==> src/rtl/buffer_fifo.sv <==
// buffer_fifo: synchronous FIFO of DEPTH words of WIDTH bits with valid/ready
// handshakes on both sides; word order is preserved.
// Optional feature macro: BUFFER_FIFO_BYPASS_EN -- when defined, a word offered
// to an empty buffer is presented on the output in the same cycle and, if the
// consumer takes it, never enters storage.
module buffer_fifo #(
   parameter int WIDTH = 16,
   parameter int DEPTH = 4
) (
   input  logic                       clk,
   input  logic                       rst_n,
   input  logic                       in_valid,
   output logic                       in_ready,
   input  logic [WIDTH-1:0]           in_data,
   output logic                       out_valid,
   input  logic                       out_ready,
   output logic [WIDTH-1:0]           out_data,
   output logic [$clog2(DEPTH):0]     level,
   output logic                       full,
   output logic                       empty
);

   localparam int ADDR_W = $clog2(DEPTH);
   localparam logic [ADDR_W:0] FULL_LEVEL = (ADDR_W + 1)'(DEPTH);

   // ST_HOLD keeps the input closed for the release cycle after reset
   typedef enum logic {
      ST_HOLD,
      ST_RUN
   } runState_t;

   runState_t         state;
   logic [WIDTH-1:0]  mem [DEPTH];
   logic [ADDR_W-1:0] wrPtr;
   logic [ADDR_W-1:0] rdPtr;
   logic [ADDR_W:0]   count;
   logic              push;
   logic              pop;
   logic              bypassTake;

   assign level    = count;
   assign full     = (count == FULL_LEVEL);
   assign empty    = (count == '0);
   assign in_ready = (state == ST_RUN) && !full;

   // Output presentation and handshake decode
   always_comb begin
      bypassTake = 1'b0;
      out_valid  = !empty;
      out_data   = empty ? '0 : mem[rdPtr];
`ifdef BUFFER_FIFO_BYPASS_EN
      // in_ready is low during reset, so the bypass cannot leak a word then
      if (empty && in_ready && in_valid) begin
         out_valid  = 1'b1;
         out_data   = in_data;
         bypassTake = out_ready;
      end
`endif
      push = in_valid && in_ready && !bypassTake;
      pop  = !empty && out_ready;
   end

   // Open the input one cycle after reset is released
   always_ff @(posedge clk or negedge rst_n) begin
      if (!rst_n) begin
         state <= ST_HOLD;
      end else begin
         state <= ST_RUN;
      end
   end

   // Pointers and occupancy; pointers wrap naturally at the power-of-two depth
   always_ff @(posedge clk or negedge rst_n) begin
      if (!rst_n) begin
         wrPtr <= '0;
         rdPtr <= '0;
         count <= '0;
      end else begin
         if (push) begin
            wrPtr <= wrPtr + ADDR_W'(1);
         end
         if (pop) begin
            rdPtr <= rdPtr + ADDR_W'(1);
         end
         case ({push, pop})
            2'b10:   count <= count + (ADDR_W + 1)'(1);
            2'b01:   count <= count - (ADDR_W + 1)'(1);
            default: count <= count;
         endcase
      end
   end

   // Storage write; contents are deliberately not reset
   always_ff @(posedge clk) begin
      if (push) begin
         mem[wrPtr] <= in_data;
      end
   end

endmodule

==> config.mk <==
export PLATFORM = sky130hd
export DESIGN_NAME = buffer_fifo
export DESIGN_NICKNAME = d
export VERILOG_FILES = /design/src/rtl/buffer_fifo.sv
export SDC_FILE = /design/constraint.sdc
export NUM_CORES = 1
export LEC_CHECK = 0
export CORE_ASPECT_RATIO = 0.9
export CORE_MARGIN = 2
export CORE_UTILIZATION = 40
export CTS_CLUSTER_DIAMETER = 50
export DETAILED_ROUTE_END_ITERATION = 8
export PLACE_DENSITY = 0.63
export SKIP_CTS_REPAIR_TIMING = 1
export SLEW_MARGIN = 20
export SYNTH_ARGS = -nofsm -noshare
export SYNTH_HDL_FRONTEND = slang
export SYNTH_SLANG_ARGS = --single-unit
==> constraint.sdc <==
create_clock -name clk -period 6.03 [get_ports clk]
set_input_delay 1.809 -clock clk [delete_from_list [all_inputs] [get_ports clk]]
set_output_delay 1.809 -clock clk [all_outputs]
set_load 0.03 [all_outputs]
==> results.cfg <==
[status]
outcome = complete, no violations

[timing]
fin_tns_setup_ns = 0
hold_ws_ns = 0.556
finalMaxSlewViolations = 0
slew_headroom_pct = 38.8
setup_viol = 0
tightest_slew_ns = 0.918
min_period_ns = 4.28
rsz0062_at_grt = no
clock.fmax_ghz = 0.233
fin_crit_sh_pct = 71.1
finalHoldViolCount = 0
clock_skew_ns = 0.00584

[yosys]
ys_ff_latch = 72
synth_cell_types = 24
yosysTopAreaCell = edfxtp_1
ys.flop_type = edfxtp_1
mappedNetlistNets = 170
synth_common_cells = edfxtp_1, and2_1, dfrtp_1, mux4_1, mux4_2
synth_area_leaders = edfxtp_1, mux4_1, dfrtp_1, mux4_2, and2_1
synthArstFlopShare_pct = 11.1
synth_edf_count = 64
netlist_area_um2 = 2920
syn_area_per_cell_um2 = 20.3
synthesis.instances = 144
synth_seq_area_share_pct = 72.7
post-synth-top-count-cell = edfxtp_1
yosys_warnings = 0
yosysTopAreaCellShare_pct = 65.8

[die]
rows = 29
die_h_um = 85.1
die_w_um = 94.1
core_um2 = 7080
die-area_um2 = 8000
io_pins = 43
initial_core_util_pct = 41.3

[power]
powerDensity_nw_per_um2 = 494
vdd_drop_max_mv = 0.294
p_total_w = 0.00178
p_leak_nw = 1.25

[grt]
grt_pass1_vias = 1608
grt_pass1_wl_mm = 8.31
grt_use_total_pct = 14.5
grt-ovfl-total = 0
antenna_found_initial = 0
grt_max_degree = 21

[final_layout]
layout-area-overhead-vs-synth_pct = 23.1
fin_cells = 289
antenna_cells = 0
nNetsFinal = 217
drive_gt1_share_pct = 12.8

[run]
maxCapViolations = 0

[routing]
vias_per_cell = 4.93
dr.pass1.iters = 4
wl_per_cell_um = 18.0
routed_wl_mm = 5.21
vias = 1426
final_antenna_net_count = 0
drt_iter0_markers = 51
drc = 0

[setup_path]
critPathBufInv = 1
cp-end-kind = output port
arrival_ns = 2.48
crit_chain = mux4_1 -> and2_1 -> clkdlybuf4s50_1
cp_max_fo = 18
cpPeakStageDelay_ns = 0.75
worstPathRequired_ns = 4.22
cp_top_family = flip-flops
critical_path_class = flop to output port
startpoint_type = flop
slowest_stage = dfrtp_2

[clock_tree]
clk_pin_slew_ns = 0.07
clk_latency_ns = 0.34
cts_num_sinks = 72
cts_root_buffer = clkbuf_8
h-tree-depth = 3
cts_tree = done
cts_buffers = 9
clock_path_buffers = 2

[place]
gp_congestion = 0.764
io_buffers = 42
placed_cells = 273
dp_hpwl_mm = 3.24

[min_path]
holdCritPathClass = flop to flop
cell usage in the layout, fill, tap and decap left out, drive strengths merged:
master         netlist  routed
and2                21      21
and2b                1       1
bufinv               0       1
clkbuf               1       9
clkdlybuf4s50        0      42
clkinv               0       4
clkinvlp             0       2
conb                 1       1
dfrtp                8       8
edfxtp              64      64
fa                   1       1
ha                   5       5
inv                  7       7
mux2                 1       1
mux2i                1       1
mux4                16      16
nand2                1       1
nand3                1       1
nor2                 2       2
nor3b                1       1
or3                  1       1
xnor2                3       3
xor2                 3       3
final timing paths:
| path | cells after the start | to | start | slack, ns |
|---|---|---|---|---|
| max in group asynchronous | 1 | rdPtr[0] | rst_n | 3.98 |
| min | 1 | level[2] | level[2] | 0.56 |
| min reg2reg | 1 | level[2] | level[2] | 0.56 |
| min in group asynchronous | 1 | state | rst_n | 1.75 |
| max | 3 | out_data[0] | rdPtr[0] | 1.75 |
| max reg2reg | 8 | level[2] | level[0] | 3.54 |
worst reg2reg max path, cell delays in order, from the launching register on:
cell     delay [ns]
dfrtp_1        0.44
or3_1          0.59
and2_4         0.27
ha_1           0.19
inv_1          0.07
fa_1           0.39
xor2_1         0.15
nor2_1         0.12
xor2_1         0.19
metrics by stage:
stage          utilization (%)  setup slack [ns]  instance area [um2]
3_3_place_gp              48.2              1.78                 3410
3_5_place_dp              48.2              1.73                 3410
5_1_grt                   50.8              1.61                 3590
6_report                  50.8              1.75                 3590
2_1_floorplan                -              2.45                 2920
4_1_cts                   50.8              1.34                 3590
layer usage:
metal  global-route usage (%)  share of wire, %  up-vias  routed length, um
met5                        0                 0        -                  0
li1                         -                 -      645                  -
met1                     17.0                43      733               2230
met2                     24.5                51       38               2650
met4                     9.09               2.8        0                145
met3                     2.93               3.7       10                192
cells by family (layout without fill, tap and decap cells):
logic type	count (synthesis)	count (layout)	synth area share, %
DFF	72	72	72.7
buffers and inverters	13	65	2.61
muxes	18	18	14.1
xor gates and xnor gates	6	6	1.80
other	1	1	0.128
and+or+nand+nor	28	28	5.87
adders and majority gates	6	6	2.83
where the power goes:
group / switching, W / total [W] / internal, W
Clock: 0.000170 / 0.000356 / 0.000186
Sequential: 0.0000885 / 0.000708 / 0.000619
Combinational: 0.000364 / 0.000713 / 0.000349
Total: 0.000622 / 0.00178 / 0.00116
area by class of cell:
cell class                      count  area [um2]
Clock inverter                      7        62.6
Clock buffer                        9         124
Timing Repair Buffer               42         420
Multi-Input combinational cell     59         722
Tap cell                           93         116
Inverter                            7        26.3
Sequential cell                    72        2120
Fill cell                         585        3480
sequential cells by signal, summed over array words and instances (netlist names):
| signal | count |
|---|---|
| state | 1 |
| wrPtr | 2 |
| mem | 64 |
| level | 3 |
| rdPtr | 2 |
(Power assumes the default switching activity.)
